File: config.mk
export PLATFORM = sky130hd
export DESIGN_NAME = wash_panel_ctrl_flat
export DESIGN_NICKNAME = d
export VERILOG_FILES = /design/src/rtl/wash_panel_ctrl_if.sv /design/src/rtl/wash_panel_ctrl.sv /design/src/flat_wrapper.sv
export SDC_FILE = /design/constraint.sdc
export NUM_CORES = 1
export LEC_CHECK = 0
export BUFFER_PORTS_ARGS = -buffer_cell sky130_fd_sc_hd__buf_2
export CORE_MARGIN = 4
export CORE_UTILIZATION = 45
export DETAILED_ROUTE_END_ITERATION = 10
export REMOVE_ABC_BUFFERS = 1
export SYNTH_ARGS = -nofsm -noshare
export SYNTH_HDL_FRONTEND = slang
export SYNTH_SLANG_ARGS = --single-unit
File: constraint.sdc
create_clock -name clk -period 5.2 [get_ports clk]
set_clock_uncertainty 0.05 [all_clocks]
set_input_delay 0.78 -clock clk [delete_from_list [all_inputs] [get_ports clk]]
set_output_delay 0.78 -clock clk [all_outputs]
set_load 0.02 [all_outputs]
File: src/rtl/wash_panel_ctrl_if.sv
// rtl/wash_panel_ctrl_if.sv - panel button, finish and status signals of wash_panel_ctrl
//
// Groups everything between the panel, time_control and wash_panel_ctrl.
//   btn_power/btn_start/btn_model/btn_water : debounced button levels into the block
//   finish                                  : program complete, from time_control
//   power_light, run_state, current_model,
//   current_water, beep                     : registered status out of the block
// master: the side that drives buttons/finish (panel, bench).
// slave : wash_panel_ctrl itself.
interface wash_panel_ctrl_if;
  logic       btn_power;
  logic       btn_start;
  logic       btn_model;
  logic       btn_water;
  logic       finish;
  logic       power_light;
  logic [1:0] run_state;
  logic [2:0] current_model;
  logic [2:0] current_water;
  logic       beep;

  modport master (
    output btn_power, btn_start, btn_model, btn_water, finish,
    input  power_light, run_state, current_model, current_water, beep
  );

  modport slave (
    input  btn_power, btn_start, btn_model, btn_water, finish,
    output power_light, run_state, current_model, current_water, beep
  );
endinterface

File: src/rtl/wash_panel_ctrl.sv
// rtl/wash_panel_ctrl.sv - washer front-panel power/run/pause controller
//
// Turns the four panel buttons into power_light, run_state, current_model and
// current_water for time_control, closes a program with a beep and powers off
// after BEEP_SEC seconds, and powers off after IDLE_SEC idle seconds.
// Ports:
//   clk   : system clock, rising edge
//   rst_n : asynchronous active-low reset
//   bus   : wash_panel_ctrl_if.slave (buttons and finish in, status out)
// Parameters:
//   N        : clk cycles per one-second tick
//   IDLE_SEC : idle seconds before auto power-off
//   BEEP_SEC : beep seconds before auto power-off
module wash_panel_ctrl #(
  parameter int N        = 100_000_000,
  parameter int IDLE_SEC = 10,
  parameter int BEEP_SEC = 3
) (
  input  logic               clk,
  input  logic               rst_n,
  wash_panel_ctrl_if.slave   bus
);

  localparam int             CW       = (N > 1) ? $clog2(N) : 1;
  localparam logic [CW-1:0]  SEC_LAST = CW'(N - 1);
  localparam logic [6:0]     IDLE_LIM = 7'(IDLE_SEC);
  localparam logic [6:0]     BEEP_LIM = 7'(BEEP_SEC);

  localparam logic [2:0] ST_OFF   = 3'd0;
  localparam logic [2:0] ST_IDLE  = 3'd1;
  localparam logic [2:0] ST_RUN   = 3'd2;
  localparam logic [2:0] ST_PAUSE = 3'd3;
  localparam logic [2:0] ST_DONE  = 3'd4;

  // Button bit order everywhere: {power, start, model, water}
  logic [3:0]    btn_raw;
  logic [3:0]    sync1_q, sync2_q, prev_q;
  logic [3:0]    rise;
  logic          press_power, press_start, press_model, press_water;

  logic [2:0]    state_q, state_d;
  logic [2:0]    model_q, model_d;
  logic [2:0]    water_q, water_d;
  logic [CW-1:0] sec_cnt_q, sec_cnt_d;
  logic [6:0]    secs_q, secs_d;
  logic [6:0]    secs_inc;
  logic          timing_state;
  logic          tick;
  logic          idle_timeout;
  logic          beep_timeout;
  logic          clear_cnt;

  logic          power_light_q, power_light_d;
  logic [1:0]    run_state_q, run_state_d;
  logic          beep_q, beep_d;

  assign btn_raw = {bus.btn_power, bus.btn_start, bus.btn_model, bus.btn_water};

  // sync2_q is the synchronized level, prev_q its value one cycle earlier
  assign rise = sync2_q & ~prev_q;

  // Only the highest-priority press of a cycle survives
  always_comb begin
    press_power = rise[3];
    press_start = rise[2] & ~rise[3];
    press_model = rise[1] & ~(|rise[3:2]);
    press_water = rise[0] & ~(|rise[3:1]);
  end

  // Second tick only advances in the two timed states
  assign timing_state = (state_q == ST_IDLE) || (state_q == ST_DONE);
  assign tick         = timing_state && (sec_cnt_q == SEC_LAST);
  assign secs_inc     = (secs_q == 7'h7f) ? secs_q : secs_q + 7'd1;
  assign idle_timeout = (state_q == ST_IDLE) && tick && (secs_inc >= IDLE_LIM);
  assign beep_timeout = (state_q == ST_DONE) && tick && (secs_inc >= BEEP_LIM);

  always_comb begin
    state_d   = state_q;
    model_d   = model_q;
    water_d   = water_q;
    clear_cnt = 1'b0;

    if (press_power) begin
      if (state_q == ST_OFF) begin
        state_d = ST_IDLE;
        model_d = 3'd0;
        water_d = 3'd2;
      end else begin
        state_d = ST_OFF;
      end
    end else begin
      case (state_q)
        ST_OFF: begin
          state_d = ST_OFF;
        end
        ST_IDLE: begin
          // Timeout beats a same-cycle start/model/water press
          if (idle_timeout) begin
            state_d = ST_OFF;
          end else if (press_start) begin
            state_d = ST_RUN;
          end else if (press_model) begin
            model_d   = (model_q == 3'd0) ? 3'd5 : model_q - 3'd1;
            clear_cnt = 1'b1;
          end else if (press_water) begin
            water_d   = (water_q == 3'd5) ? 3'd1 : water_q + 3'd1;
            clear_cnt = 1'b1;
          end
        end
        ST_RUN: begin
          // finish is same-domain, used unsynchronized; it beats start
          if (bus.finish) begin
            state_d = ST_DONE;
          end else if (press_start) begin
            state_d = ST_PAUSE;
          end
        end
        ST_PAUSE: begin
          if (press_start) begin
            state_d = ST_RUN;
          end
        end
        ST_DONE: begin
          if (beep_timeout) begin
            state_d = ST_OFF;
          end
        end
        default: begin
          state_d = ST_OFF;
        end
      endcase
    end
  end

  // Both counters restart on any state change and on accepted IDLE presses
  always_comb begin
    sec_cnt_d = sec_cnt_q;
    secs_d    = secs_q;
    if (clear_cnt || (state_d != state_q) || !timing_state) begin
      sec_cnt_d = '0;
      secs_d    = '0;
    end else if (tick) begin
      sec_cnt_d = '0;
      secs_d    = secs_inc;
    end else begin
      sec_cnt_d = sec_cnt_q + 1'b1;
    end
  end

  // Status outputs are decoded from the next state so they are registered
  always_comb begin
    power_light_d = (state_d != ST_OFF);
    beep_d        = (state_d == ST_DONE);
    case (state_d)
      ST_RUN,
      ST_DONE:  run_state_d = 2'b01;
      ST_PAUSE: run_state_d = 2'b10;
      default:  run_state_d = 2'b00;
    endcase
  end

  always_ff @(posedge clk or negedge rst_n) begin
    if (!rst_n) begin
      sync1_q       <= '0;
      sync2_q       <= '0;
      prev_q        <= '0;
      state_q       <= ST_OFF;
      model_q       <= 3'd0;
      water_q       <= 3'd2;
      sec_cnt_q     <= '0;
      secs_q        <= '0;
      power_light_q <= 1'b0;
      run_state_q   <= 2'b00;
      beep_q        <= 1'b0;
    end else begin
      sync1_q       <= btn_raw;
      sync2_q       <= sync1_q;
      prev_q        <= sync2_q;
      state_q       <= state_d;
      model_q       <= model_d;
      water_q       <= water_d;
      sec_cnt_q     <= sec_cnt_d;
      secs_q        <= secs_d;
      power_light_q <= power_light_d;
      run_state_q   <= run_state_d;
      beep_q        <= beep_d;
    end
  end

  assign bus.power_light   = power_light_q;
  assign bus.run_state     = run_state_q;
  assign bus.current_model = model_q;
  assign bus.current_water = water_q;
  assign bus.beep          = beep_q;

endmodule
File: src/flat_wrapper.sv
// flat-port wrapper written by rule: the top's interface ports become plain ports
module wash_panel_ctrl_flat 
#(
  parameter int N        = 100_000_000,
  parameter int IDLE_SEC = 10,
  parameter int BEEP_SEC = 3
)
  (clk, rst_n, bus_btn_power, bus_btn_start, bus_btn_model, bus_btn_water, bus_finish, bus_power_light, bus_run_state, bus_current_model, bus_current_water, bus_beep);
  wash_panel_ctrl_if bus_i ();
  input  logic clk;
  input  logic rst_n;
  input wire logic [$bits(bus_i.btn_power)-1:0] bus_btn_power;
  input wire logic [$bits(bus_i.btn_start)-1:0] bus_btn_start;
  input wire logic [$bits(bus_i.btn_model)-1:0] bus_btn_model;
  input wire logic [$bits(bus_i.btn_water)-1:0] bus_btn_water;
  input wire logic [$bits(bus_i.finish)-1:0] bus_finish;
  output wire logic [$bits(bus_i.power_light)-1:0] bus_power_light;
  output wire logic [$bits(bus_i.run_state)-1:0] bus_run_state;
  output wire logic [$bits(bus_i.current_model)-1:0] bus_current_model;
  output wire logic [$bits(bus_i.current_water)-1:0] bus_current_water;
  output wire logic [$bits(bus_i.beep)-1:0] bus_beep;
  assign bus_i.btn_power = bus_btn_power;
  assign bus_i.btn_start = bus_btn_start;
  assign bus_i.btn_model = bus_btn_model;
  assign bus_i.btn_water = bus_btn_water;
  assign bus_i.finish = bus_finish;
  assign bus_power_light = bus_i.power_light;
  assign bus_run_state = bus_i.run_state;
  assign bus_current_model = bus_i.current_model;
  assign bus_current_water = bus_i.current_water;
  assign bus_beep = bus_i.beep;
  wash_panel_ctrl #(.N(N), .IDLE_SEC(IDLE_SEC), .BEEP_SEC(BEEP_SEC)) u_core (.clk(clk), .rst_n(rst_n), .bus(bus_i));
endmodule
==> results.yml, run 1 <==
cts:
  cts_resized: 0
  cts_tree: "done"
  hold_buffers: 0
  htree_num_levels: 3
  cts_buffer_depth: 2
  post-cts-setup-buffers: 0
  clock_sinks: 59
  cts.reportedPaths.clkPinSlew_ps: 80
  clockRootBuffer: "clkbuf_8"
  cts-buffers-inserted: 9
  clk_latency_ps: 340
yosys:
  ys_async_sr_fraction: 1.00
  synthTopCellsByArea: "dfrtp_1 (47%), nor3_1 (6.1%), xor2_1 (4.9%), nand3_1 (3.4%), xnor2_1 (3.2%)"
  yosys.area.top_type: "dfrtp_1"
  synth_ff_type: "dfrtp_1"
  ys_top_cells_by_count: "dfrtp_1 (58), nor3_1 (37), nand2_1 (24)"
  ys_warn_count: 0
  ys_seq_elements: 59
  synth_edf_count: 0
  syn-instance-count: 303
  yosysMostFrequentCell: "dfrtp_1"
  yosys.cell_types.count: 59
  synthesis.area_um2: 3060
  synth_top_area_share: 0.475
  yosysSeqAreaShare: 0.483
  avgSynthCellArea_um2: 10.1
setup_path:
  critPathKind: "register to register"
  rr_worst_depth: 7
  worstPathArrival_ps: 3140
  required_ps: 5400
  timing.rr.end: "u_core.bus.current_water[0]"
  worst-path-max-fanout: 12
  reg2reg_from: "u_core.secs_q[0]"
  reg2reg_setup_slack_ps: 2260
  startpoint_type: "register"
  endpoint_kind: "register"
die:
  die_w_um: 90.4
  die_area_um2: 8180
  start_util: 0.473
  ios: 17
  die_h_um: 90.4
  core_um2: 6460
  num_rows: 29
timing:
  max_freq_ghz: 0.340
  final.setup.tns_ps: 0
  final-max-slew-violation-count: 0
  hold_violations: 0
  setup_viol: 0
  worstMarginPinSlew_ps: 1130
  fin_crit_sh: 0.565
  min_period_ps: 2940
  maxSlewHeadroom: 0.244
  rsz0062_at_grt: "false"
outcome:
  outcome: "complete, no violations"
global_routing:
  grt_pass1_vias: 2224
  antenna_found_initial: 0
  grt_pass1_wl_um: 10500
  grt_start_max_net_pins: 60
  track_usage: 0.157
  overflow: 0
power:
  ir_drop_mv: 0.231
  p_total_uw: 1310
  p_leak_uw: 0.00142
  p_per_area_nw_per_um2: 386
route:
  drt-total-wl_um: 5840
  drc: 0
  drt-wirelength-per-cell_um: 14.5
  vias_per_cell: 5.58
  ant_nets: 0
  first_pass_iters: 4
  vias: 2247
  drtIter0Drc: 143
cells_and_area:
  multi_input_area_um2: 1440
  diodes: 0
  final_nets: 331
  area_growth_pct: 10.5
  regArea_um2: 1480
  drive_above_1_share: 0.169
  fillers: 611
worst_hold_path:
  worstHoldStart: "u_core.sync1_q[2]"
  holdPathEnd: "u_core.sync2_q[2]"
  min_path_cells: 0
  hold_class: "register to register"
place:
  port_buffers: 16
  hpwlAfterDp_um: 3860
  gp_congestion: 0.808
job:
  drv_cap: 0
-- critical path: stages (launching register included) --
cell and delay, ps:
dfrtp_1 430, ha_1 270, and2_1 190, a21oi_1 120
o221ai_1 280, a2111oi_2 1100, nor2_1 120, a221oi_2 290
-- sequential cells by signal, summed over array words and instances (netlist names) --
name	cells
u_core.bus.run_state	2
u_core.sync1_q	4
u_core.bus.beep	1
u_core.prev_q	4
u_core.sync2_q	4
u_core.state_q	3
u_core.bus.current_water	3
u_core.sec_cnt_q	27
u_core.bus.power_light	1
u_core.bus.current_model	3
u_core.secs_q	7
-- layer usage --
metal / vias up / part of all wire / routed length (µm) / global-route usage
met3: 10 / 0.036 / 209 / 0.0342
met5: - / 0 / 0 / 0
li1: 1123 / - / - / -
met2: 40 / 0.45 / 2630 / 0.238
met4: 0 / 0.017 / 97 / 0.0727
met1: 1074 / 0.50 / 2900 / 0.214
-- logic make-up after synthesis --
logic type | after synthesis | share of synthesized area
DFF | 59 | 0.483
buffers and inverters | 22 | 0.0446
muxes | 2 | 0.00655
and+or+nand+nor | 149 | 0.267
xor gates and xnor gates | 28 | 0.0802
AOI/OAI and AO/OA | 40 | 0.106
adders and majority gates | 3 | 0.0123
-- stage by stage --
step / setup WS [ps] / area, µm² / utilization / cells / hold slack (ps)
finish: 2260 / 3380 / 0.523 / 403 / 300
detailed placement: 2290 / 3150 / 0.488 / 387 / 286
CTS: 2270 / 3380 / 0.523 / 403 / 303
floorplan: 2750 / 2960 / - / 292 / 281
global route: 2050 / 3380 / 0.523 / 403 / 311
global placement: 2340 / 3150 / 0.488 / 387 / 283
-- placed cells by master (no fill, tap or decap), drive strengths merged, types with 2 or more instances in the layout --
cell	instances
nand4	6
bufinv	2
o211ai	4
a21oi	8
inv	12
buf	18
nand3b	2
o21a	2
and4	5
mux2i	2
nor4	2
xor2	17
dfrtp	58
nand2b	2
and2	2
clkinv	2
nor2b	5
o21ai	7
or4	3
a21boi	2
xnor2	11
nand3	21
nor3	40
nor2	20
ha	3
nand2	24
a211o	2
clkinvlp	2
clkbuf	9
a2bb2oi	2
o22ai	3
and3	8
-- worst max-delay path by stage --
stage / to / cells past startpoint / start / slack, ps
after floorplan: u_core.secs_q[4] / 7 / u_core.sec_cnt_q[0] / 2750
after global placement: u_core.bus.current_water[0] / 7 / u_core.secs_q[0] / 2340
after detailed placement: u_core.bus.current_water[0] / 7 / u_core.secs_q[0] / 2290
after CTS: u_core.bus.current_water[0] / 7 / u_core.secs_q[0] / 2270
after global routing: u_core.bus.current_water[0] / 6 / u_core.sec_cnt_q[10] / 2050
final: u_core.bus.current_water[0] / 7 / u_core.secs_q[0] / 2260
-- layout make-up --
cell class / instances / share of cell area
Clock buffer: 9 / 0.0367
Inverter: 11 / 0.0122
Timing Repair Buffer: 18 / 0.0281
Clock inverter: 7 / 0.0300
Multi-Input combinational cell: 222 / 0.427
Tap cell: 77 / 0.0285
Sequential cell: 59 / 0.437
-- power by group --
| group | switching (µW) | leakage, µW | internal [µW] |
|---|---|---|---|
| clock network | 198 | 0.000106 | 273 |
| registers | 38.1 | 0.000777 | 502 |
| logic | 210 | 0.000538 | 85.5 |
| total | 446 | 0.00142 | 860 |
No activity file was read; power rests on OpenSTA's default activity.
==> run 2: changes to the inputs <==
--- a/config.mk
+++ b/config.mk
@@ -5,6 +5,7 @@
 export SDC_FILE = /design/constraint.sdc
 export NUM_CORES = 1
 export LEC_CHECK = 0
+export ABC_AREA = 1
 export BUFFER_PORTS_ARGS = -buffer_cell sky130_fd_sc_hd__buf_2
 export CORE_MARGIN = 4
 export CORE_UTILIZATION = 45
==> constraint.sdc (replaced) <==
create_clock -name clk -period 2.6 [get_ports clk]
set_clock_uncertainty 0.05 [all_clocks]
set_input_delay 0.39 -clock clk [delete_from_list [all_inputs] [get_ports clk]]
set_output_delay 0.39 -clock clk [all_outputs]
set_load 0.02 [all_outputs]
==> run 2 against run 1 <==
Compared with the run above: power up 140%; utilization grew 0.67 points; clock power rose by 95%; sequential share of layout area down 5.7 points; final cell count grew 35%; critical path type unchanged.
==> results.yml, run 2 <==
outcome:
  outcome: "complete, no violations"
yosys:
  ys_top_cells_by_count: "nand2_1 (89), dfrtp_1 (58), nor2_1 (49)"
  synthesis.area_um2: 3430
  avgSynthCellArea_um2: 8.25
  ys_warn_count: 0
  ys_async_sr_fraction: 1.00
  syn-instance-count: 416
  synth_top_area_share: 0.423
  yosysSeqAreaShare: 0.431
  synthTopCellsByArea: "dfrtp_1 (42%), nand2_1 (9.7%), nor3_2 (9.0%), nor2_1 (5.4%), inv_1 (5.0%)"
  yosys.area.top_type: "dfrtp_1"
  yosys.cell_types.count: 36
  yosysMostFrequentCell: "nand2_1"
  synth_edf_count: 0
  synth_ff_type: "dfrtp_1"
  ys_seq_elements: 59
global_routing:
  grt_pass1_vias: 2564
  overflow: 0
  grt_pass1_wl_um: 11900
  grt_start_max_net_pins: 60
  antenna_found_initial: 0
  track_usage: 0.168
cells_and_area:
  final_common_cell: "nand2_1"
  stdcell_count: 546
  final_nets: 452
  diodes: 0
  reg_top3: "u_core.sec_cnt_q (27), u_core.secs_q (7)"
  final_cell_mix: "nand2_1 (89), dfrtp_1 (58), nor2_1 (48)"
  drive_above_1_share: 0.244
  largest_reg_flops: 27
  largest_register: "u_core.sec_cnt_q"
  area_growth_pct: 13.2
place:
  gp_congestion: 0.867
  hpwlAfterDp_um: 4820
  port_buffers: 16
  dpl.cell_count: 529
power:
  ir_drop_mv: 0.357
  p_per_area_nw_per_um2: 805
  p_leak_uw: 0.00179
die:
  die_h_um: 95.3
  ios: 17
  core_um2: 7330
  start_util: 0.468
  die_area_um2: 9090
  die_w_um: 95.3
  num_rows: 31
setup_path:
  worst-path-max-fanout: 28
  startpoint_type: "register"
  required_ps: 2800
  critPathKind: "register to register"
  worstPathArrival_ps: 2540
  endpoint_kind: "register"
route:
  drt-total-wl_um: 6810
  first_pass_iters: 5
  drt-wirelength-per-cell_um: 12.5
  ant_nets: 0
  drc: 0
  drtIter0Drc: 136
  vias_per_cell: 4.97
  vias: 2712
worst_hold_path:
  hold_class: "primary input to register"
timing:
  setup_viol: 0
  maxSlewHeadroom: 0.736
  rsz0062_at_grt: "false"
  hold_violations: 0
  min_period_ps: 2340
  worstMarginPinSlew_ps: 390
  final-max-slew-violation-count: 0
  max_freq_ghz: 0.427
  fin_crit_sh: 0.900
  final.setup.tns_ps: 0
job:
  drv_cap: 0
cts:
  cts_tree: "done"
  clockRootBuffer: "clkbuf_8"
  htree_num_levels: 3
  cts.reportedPaths.clkPinSlew_ps: 70
  cts-buffers-inserted: 9
  clock_sinks: 59
  cts_buffer_depth: 2
  clk_latency_ps: 340
-- run 2: final cells by class --
type | instances | area (µm²)
clock buffer | 9 | 124
clock inverter | 7 | 91.3
fill | 687 | 3450
inverter | 50 | 190
multi-input combinational | 297 | 1680
sequential | 59 | 1480
tap | 99 | 124
timing repair buffer | 25 | 200
-- run 2: worst paths after layout --
path / slack [ps] / depth (start not counted) / start / to
min in group asynchronous: 530 / 3 / rst_n / u_core.sec_cnt_q[3]
max reg2reg: 260 / 16 / u_core.secs_q[1] / u_core.sec_cnt_q[12]
min reg2reg: 290 / 0 / u_core.sync1_q[3] / u_core.sync2_q[3]
min: 110 / 1 / bus_btn_start / u_core.sync1_q[2]
max in group asynchronous: 1670 / 3 / rst_n / u_core.bus.current_water[1]
max: 260 / 16 / u_core.secs_q[1] / u_core.sec_cnt_q[12]
-- run 2: cell families after synthesis --
| group | synth area share |
|---|---|
| AOI/OAI and AO/OA | 0.0499 |
| xor gates and xnor gates | 0.0383 |
| DFF | 0.431 |
| adders and majority gates | 0.0109 |
| buffers and inverters | 0.0828 |
| muxes | 0.00292 |
| and+or+nand+nor | 0.385 |
-- run 2: power breakdown --
group | total (µW) | switching, µW | internal [µW]
clock | 919 | 382 | 537
combinational | 1110 | 747 | 366
sequential | 1100 | 78.8 | 1020
total | 3130 | 1210 | 1920
-- run 2: stage by stage --
step | setup WS (ps) | hold WS (ps) | area, µm² | util | power, µW
2_1_floorplan | 422 | 44.4 | 3340 | - | 1810
3_3_place_gp | 318 | 284 | 3650 | 0.498 | 2230
3_5_place_dp | 252 | 286 | 3650 | 0.498 | 2250
4_1_cts | 232 | 87.1 | 3880 | 0.529 | 3190
5_1_grt | 5.41 | 81.5 | 3880 | 0.530 | 3330
6_report | 260 | 106 | 3880 | 0.530 | 3130
-- run 2: worst max-delay path, cell delays in order (launching register included) --
cell      delay, ps
dfrtp_1         410
ha_1            250
nand3_2         140
inv_2           110
nand2_4          70
nand2_2          60
nand2_2          50
a21boi_1        140
nand2_1          70
nand2_1          80
nand2_1          50
nand2_1          60
nand2_2          80
nand2_2          90
nand2_4         100
buf_12          200
nor3_2          210
-- run 2: timing repair --
item                                    4_1_cts  5_1_grt
buffers inserted                              0        0
hold endpoints to repair                      2        0
gates resized for setup                       0        2
endpoints found under the setup margin        0        1
hold buffers                                  1        0
-- run 2: layer usage --
metal  global-route usage  up-vias  wire, µm
met5                    0        -         0
met4               0.0613        0        72
met3               0.0474        9       284
met2                0.264       49      3180
met1                0.221     1261      3270
li1                     -     1393         -
